File: src/rtl/mem_wb_stage.sv
// Memory-access stage and MEM/WB pipeline register: issues loads/stores over a
// req/ack data port, stalls upstream while an access is outstanding.
//
// state | meaning
// ------+-----------------------------------------------
// IDLE  | no access outstanding; EX/MEM sampled each cycle
// WAIT  | request issued, waiting for mem_ack or timeout
module mem_wb_stage #(
  parameter int TIMEOUT = 16
) (
  input  logic        clk,
  input  logic        rst_n,
  input  logic [31:0] result,
  input  logic [31:0] writeData,
  input  logic [4:0]  rd,
  input  logic        regWrite,
  input  logic        memRead,
  input  logic        memWrite,
  input  logic        memToReg,
  input  logic        valid,
  output logic        mem_req,
  output logic        mem_we,
  output logic [31:0] mem_addr,
  output logic [31:0] mem_wdata,
  input  logic [31:0] mem_rdata,
  input  logic        mem_ack,
  output logic        stall,
  output logic [31:0] valueToWB,
  output logic [4:0]  rd_MEMWB,
  output logic        regWrite_MEMWB,
  output logic        bus_err
);

  localparam int CW = (TIMEOUT < 2) ? 1 : $clog2(TIMEOUT + 1);

  typedef enum logic {IDLE, WAIT} state_t;

  state_t      state_q, state_d;
  logic [CW-1:0] cnt_q, cnt_d;
  logic        mem_req_q, mem_req_d;
  logic        mem_we_q, mem_we_d;
  logic [31:0] mem_addr_q, mem_addr_d;
  logic [31:0] mem_wdata_q, mem_wdata_d;
  logic [31:0] wb_val_q, wb_val_d;
  logic [4:0]  wb_rd_q, wb_rd_d;
  logic        wb_rw_q, wb_rw_d;
  logic        bus_err_q, bus_err_d;
  // write-back controls of the outstanding access, captured at issue
  logic [4:0]  ld_rd_q, ld_rd_d;
  logic        ld_rw_q, ld_rw_d;
  logic        ld_m2r_q, ld_m2r_d;

  logic memop;
  logic illegal;
  logic last_cycle;
  logic stall_raw;

  always_comb begin
    memop      = valid & (memRead | memWrite);
    illegal    = (result[1:0] != 2'b00) | (memRead & memWrite);
    last_cycle = (cnt_q == CW'(TIMEOUT - 1));

    state_d     = state_q;
    cnt_d       = cnt_q;
    mem_req_d   = mem_req_q;
    mem_we_d    = mem_we_q;
    mem_addr_d  = mem_addr_q;
    mem_wdata_d = mem_wdata_q;
    wb_val_d    = wb_val_q;
    wb_rd_d     = wb_rd_q;
    wb_rw_d     = wb_rw_q;
    bus_err_d   = 1'b0;
    ld_rd_d     = ld_rd_q;
    ld_rw_d     = ld_rw_q;
    ld_m2r_d    = ld_m2r_q;
    stall_raw   = 1'b0;

    case (state_q)
      IDLE: begin
        if (!valid) begin
          wb_rw_d = 1'b0;
        end else if (!memop) begin
          wb_val_d = result;
          wb_rd_d  = rd;
          wb_rw_d  = regWrite;
        end else if (illegal) begin
          bus_err_d = 1'b1;
          wb_rw_d   = 1'b0;
        end else begin
          stall_raw   = 1'b1;
          state_d     = WAIT;
          cnt_d       = '0;
          mem_req_d   = 1'b1;
          mem_we_d    = memWrite;
          mem_addr_d  = result;
          mem_wdata_d = writeData;
          wb_rw_d     = 1'b0;
          ld_rd_d     = rd;
          ld_rw_d     = regWrite;
          ld_m2r_d    = memToReg;
        end
      end
      WAIT: begin
        if (mem_ack) begin
          state_d   = IDLE;
          mem_req_d = 1'b0;
          if (!mem_we_q) begin
            // mem_addr_q still holds the EX/MEM result latched at issue
            wb_val_d = ld_m2r_q ? mem_rdata : mem_addr_q;
            wb_rd_d  = ld_rd_q;
            wb_rw_d  = ld_rw_q;
          end else begin
            wb_rw_d = 1'b0;
          end
        end else if (last_cycle) begin
          state_d   = IDLE;
          mem_req_d = 1'b0;
          bus_err_d = 1'b1;
          wb_rw_d   = 1'b0;
        end else begin
          stall_raw = 1'b1;
          if (cnt_q != CW'(TIMEOUT)) cnt_d = cnt_q + 1'b1;
        end
      end
      default: state_d = IDLE;
    endcase
  end

  always_ff @(posedge clk or negedge rst_n) begin
    if (!rst_n) begin
      state_q     <= IDLE;
      cnt_q       <= '0;
      mem_req_q   <= 1'b0;
      mem_we_q    <= 1'b0;
      mem_addr_q  <= '0;
      mem_wdata_q <= '0;
      wb_val_q    <= '0;
      wb_rd_q     <= '0;
      wb_rw_q     <= 1'b0;
      bus_err_q   <= 1'b0;
      ld_rd_q     <= '0;
      ld_rw_q     <= 1'b0;
      ld_m2r_q    <= 1'b0;
    end else begin
      state_q     <= state_d;
      cnt_q       <= cnt_d;
      mem_req_q   <= mem_req_d;
      mem_we_q    <= mem_we_d;
      mem_addr_q  <= mem_addr_d;
      mem_wdata_q <= mem_wdata_d;
      wb_val_q    <= wb_val_d;
      wb_rd_q     <= wb_rd_d;
      wb_rw_q     <= wb_rw_d;
      bus_err_q   <= bus_err_d;
      ld_rd_q     <= ld_rd_d;
      ld_rw_q     <= ld_rw_d;
      ld_m2r_q    <= ld_m2r_d;
    end
  end

  assign stall          = stall_raw & rst_n;
  assign mem_req        = mem_req_q;
  assign mem_we         = mem_we_q;
  assign mem_addr       = mem_addr_q;
  assign mem_wdata      = mem_wdata_q;
  assign valueToWB      = wb_val_q;
  assign rd_MEMWB       = wb_rd_q;
  assign regWrite_MEMWB = wb_rw_q;
  assign bus_err        = bus_err_q;

endmodule

File: config.mk
export PLATFORM = sky130hd
export DESIGN_NAME = mem_wb_stage
export DESIGN_NICKNAME = d
export VERILOG_FILES = /design/src/rtl/mem_wb_stage.sv
export SDC_FILE = /design/constraint.sdc
export NUM_CORES = 1
export LEC_CHECK = 0
export BUFFER_PORTS_ARGS = -buffer_cell sky130_fd_sc_hd__buf_2
export CORE_ASPECT_RATIO = 0.8
export CORE_MARGIN = 3
export CORE_UTILIZATION = 53
export DETAILED_ROUTE_END_ITERATION = 12
export HOLD_SLACK_MARGIN = 0.02
export PLACE_DENSITY_LB_ADDON = 0.05
export SYNTH_ARGS = -nofsm -noshare
export SYNTH_HDL_FRONTEND = slang
export SYNTH_SLANG_ARGS = --single-unit
File: constraint.sdc
create_clock -name clk -period 2.8 [get_ports clk]
set_clock_uncertainty 0.15 [all_clocks]
set_input_delay 0.14 -clock clk [delete_from_list [all_inputs] [get_ports clk]]
set_output_delay 0.14 -clock clk [all_outputs]
set_load 0.05 [all_outputs]
# Yosys cells after proc, flatten, opt, wreduce, memory -nomap -nowiden
# Cells that the tools add are included.
# totals
out_inout_bits,106
ff_bits,118
input_bits,109
elab_cells,79
# op_classes
n_eq_ne,12
bitwise_logic,7
add_sub_neg,1
mux,41
reduce_logical,5
# ops
cell,n
32-bit two-way mux,5
32-bit case mux with 2 select lines,1
5-bit two-way mux,10
5-bit case mux with 2 select lines,2
1-bit two-way mux,19
"2-bit != test, second input constant",8
4-bit AND reduction,3
1-bit case mux with 2 select lines,4
6-bit AND reduction,1
"5-bit by 1-bit adder with 5-bit output, second input constant",1
"5-bit by 4-bit == test with 1-bit output, second input constant",1
"5-bit != test, second input constant",1
1-bit AND,3
"3-bit by 2-bit != test with 1-bit output, second input constant",1
"2-bit by 1-bit != test with 1-bit output, second input constant",1
1-bit inverter,2
1-bit bitwise OR,2
2-bit nonzero test,1

# Depth between registers and ports, before layout
# logic_depth
word_depth,7
ltp_mapped,6

# Worst setup path after synthesis
# Ideal clock, no wire load.
# synth_timing
kind,register to output
from,register cnt_q[0]
to,output port stall
t_arrival_ps,2463
path_buffers,0
stages_incl_launch_ff,6
t_required_ps,2510
slack_ps,47
cell_sequence,dfrtp_1 > ha_1 > and3_1 > ha_1 > or3_1 > a21boi_0
# synth_between
elab_chain_len,5
# synth_rtl
element,line,text
"start, declared",39,"logic [CW-1:0] cnt_q, cnt_d;"
"start signal, assigned",146,cnt_q <= cnt_d;
5-bit by 4-bit == test with 1-bit output,61,last_cycle = (cnt_q == CW'(TIMEOUT - 1));
1-bit two-way mux,115,end else if (last_cycle) begin
1-bit two-way mux,104,if (mem_ack) begin
1-bit case mux with 2 select lines,78,case (state_q)
1-bit AND,161,assign stall = stall_raw & rst_n;
"end, declared",27,"output logic stall,"
# Every way passes these cells.

# Worst setup path in the final report
# Ends and elaborated chain as after synthesis.

==> metrics <==
# setup viols final=0; r2r endpoint=regWrite_MEMWB$_DFFE_PN0P_; Period minus WS final=2530 ps; Num CTS Buffers=17; CP Max Fanout=4; Yosys top cell by area=dfrtp_1; chip height=96.7 um; cell area after layout=8160 um2; hpwl dp=9780 um; maximum vdd drop=0.000642 V; Slew @ Worst Pin=681 ps; depth of the most critical reg-to-reg path=6; antenna cell count=0; vias in the first global route=5,001; Syn Nets=557; hold path startpoint=mem_rdata[0]; global route total overflow=0; final WL=16,100 um; Worst Hold End=valueToWB[0]$_DFFE_PN0P_; biggest cell delay along the critical path=410 ps; most frequent cells in the layout=buf_2, dfrtp_1, dlygate4sd3_1; routability cong.=0.755; Multi-input gate area=2330 um2; IO buf count=214; Area after DPL=6640 um2; fin crit share=0.904; synthesized area per cell=12.3 um2; initial antenna violation count=0; RSZ-0062 raised after global routing=no; Hold Slack=28.2 ps; Peak Freq=395 MHz; setup total negative slack=0 ps; vias per inst=5.18; initial drt markers=314; TritonRoute pass-1 iters=4; die area=11,500 um2; r2r setup slk=450 ps; Final Hold Vio Count=0; PostCTS Resize Cnt=0; Crit path max-delay family=simple AND/OR/NAND/NOR gates; Critical Path Source Type=flop; Clock transition at path regs=60 ps; register area=2950 um2; worst hold stages=5; clk sinks=118; Avg WL per Cell=17.9 um; synthesis-to-finish area growth=49.7%; post-synthesis sequential element count=118; Crit path buffers/inverters=1; worst endpoint required time=2510 ps; layout cell share with drive strength beyond 1=0.434; first-pass GRT wire length=26,100 um; status=complete, no violations; clk buf depth=2; Reg-to-Reg Start=cnt_q[0]$_DFFE_PN0P_; Synth top area share=0.542; fin nets=863; fillers=592; Worst-Skew Late Latency=410 ps; Hold Crit Class=in2reg; antenna-violating nets left=0; Pwr per Cell Area=961 nW/um2; Starting Density=0.554; root buf cell=clkbuf_16; Slew HR=0.546; main area contributors after synthesis=dfrtp_1, mux2_4, mux2i_1; Leak Pwr=4.24 nW; final core occ=0.829; Slowest cell on crit path=dfrtp_1; number of cell rows=32; Max-Cap Viols=0; max-slew violation count=0; Distinct cells, synth=33; gr usage total=0.282; sequential area share after synthesis=0.542; crit end category=primary output; via count=4,660; Syn Inst Count=444; H-tree levels=4; yosys warns=0; Core Region=9850 um2; Crit Path Class=reg2out; most frequent CP cell=ha_1; most common cell after layout, fill and taps aside=buf_2; largest net degree at the start of global routing=75; I/O pins=215; DRC viols=0; CP Cell Sequence=ha_1 -> and3_1 -> ha_1 -> or3_1 -> a21boi_0 -> buf_2; Die W=119 um; TritonCTS clock tree=done; crit path DAT=2240 ps; Syn Std Cell Area=5450 um2
==> layout make-up <==
type	instances	area share
clock inverters	10	0.0153
flip-flops and latches	118	0.362
repair buffers	315	0.255
well taps	136	0.0208
clock buffers	22	0.0593
inverters	5	0.00230
multi-input cells	293	0.285
==> per-stage QoR <==
| step | worst slack (ps) | std cells | total power [mW] |
|---|---|---|---|
| CTS | 264 | 899 | 7.84 |
| global placement | 713 | 776 | 5.44 |
| detailed placement | 702 | 776 | 5.50 |
| global route | 179 | 899 | 8.15 |
| finish | 268 | 899 | 7.84 |
| floorplan | 47.2 | 444 | 4.72 |
==> metal layers <==
layer	wire (um)	GRT usage	part of all wire
met1	6560	0.350	0.41
met2	8230	0.489	0.51
met3	1060	0.0783	0.066
met4	242	0.0722	0.015
met5	0	0	0
==> logic make-up after synthesis <==
group                    count (synthesis)  synth area share
AO/OA/AOI/OAI                           80            0.0803
XOR/XNOR                                 1           0.00161
multiplexers                           110             0.257
flip-flops                             118             0.542
AND/OR/NAND/NOR                         98            0.0766
adder cells (fa/ha/maj)                  4           0.00918
buffers and inverters                   33            0.0342
==> cells in the mapped netlist <==
cell and n:
inv_1 5, o22ai_1 1, nor3_2 1, clkbuf_1 12
dfrtp_1 118, nor2b_1 2, or4b_1 1, buf_1 1
buf_6 7, a22oi_1 1, mux2i_1 40, or3_1 1
a21oi_1 32, o21ai_0 41, o32ai_4 1, o21a_1 1
o211ai_1 1, nand2_1 45, mux2_2 14, nand3_1 5
a21boi_0 1, mux2_4 56, nor3_1 2, a22o_1 1
nand2b_1 1, ha_1 4, and2_1 2, nand4b_1 1
nor4bb_1 1, and3_1 1, buf_2 8, nor2_1 35
xnor2_1 1
==> repair_timing <==
item,in CTS,in global routing
setup buffers,0,0
hold endpoints to repair,151,0
hold buffers,91,0
==> worst max path at each step <==
stage                                     from  endpoint  slack, ps  depth (start not counted)
after CTS                 cnt_q[0]$_DFFE_PN0P_     stall        260                          6
after floorplan           cnt_q[0]$_DFFE_PN0P_     stall         50                          5
after global routing      cnt_q[0]$_DFFE_PN0P_     stall        180                          6
final                     cnt_q[0]$_DFFE_PN0P_     stall        270                          6
after detailed placement  cnt_q[0]$_DFFE_PN0P_     stall        700                          6
after global placement    cnt_q[0]$_DFFE_PN0P_     stall        710                          6
==> power breakdown <==
group	total (mW)	leakage (nW)	switching, mW	internal (mW)
combinational	3.12	2.48	2.13	0.993
sequential	2.50	1.45	0.338	2.16
clock	2.22	0.309	0.742	1.48
total	7.84	4.24	3.21	4.64
==> sequential cells by signal (all words and copies together), names as in the netlist <==
| signal | cells |
|---|---|
| mem_addr | 32 |
| mem_wdata | 32 |
| valueToWB | 32 |
| cnt_q | 5 |
| ld_rd_q | 5 |
| rd_MEMWB | 5 |
| bus_err | 1 |
| ld_m2r_q | 1 |
| ld_rw_q | 1 |
| mem_req | 1 |
| mem_we | 1 |
| regWrite_MEMWB | 1 |
| state_q | 1 |
==> tightest hold or removal path: stages <==
cell and delay (ps):
buf_2 80, mux2i_1 60, nor2_1 90, a21oi_1 40, o21ai_0 140
Note: power is estimated with default switching activity, not from simulation.
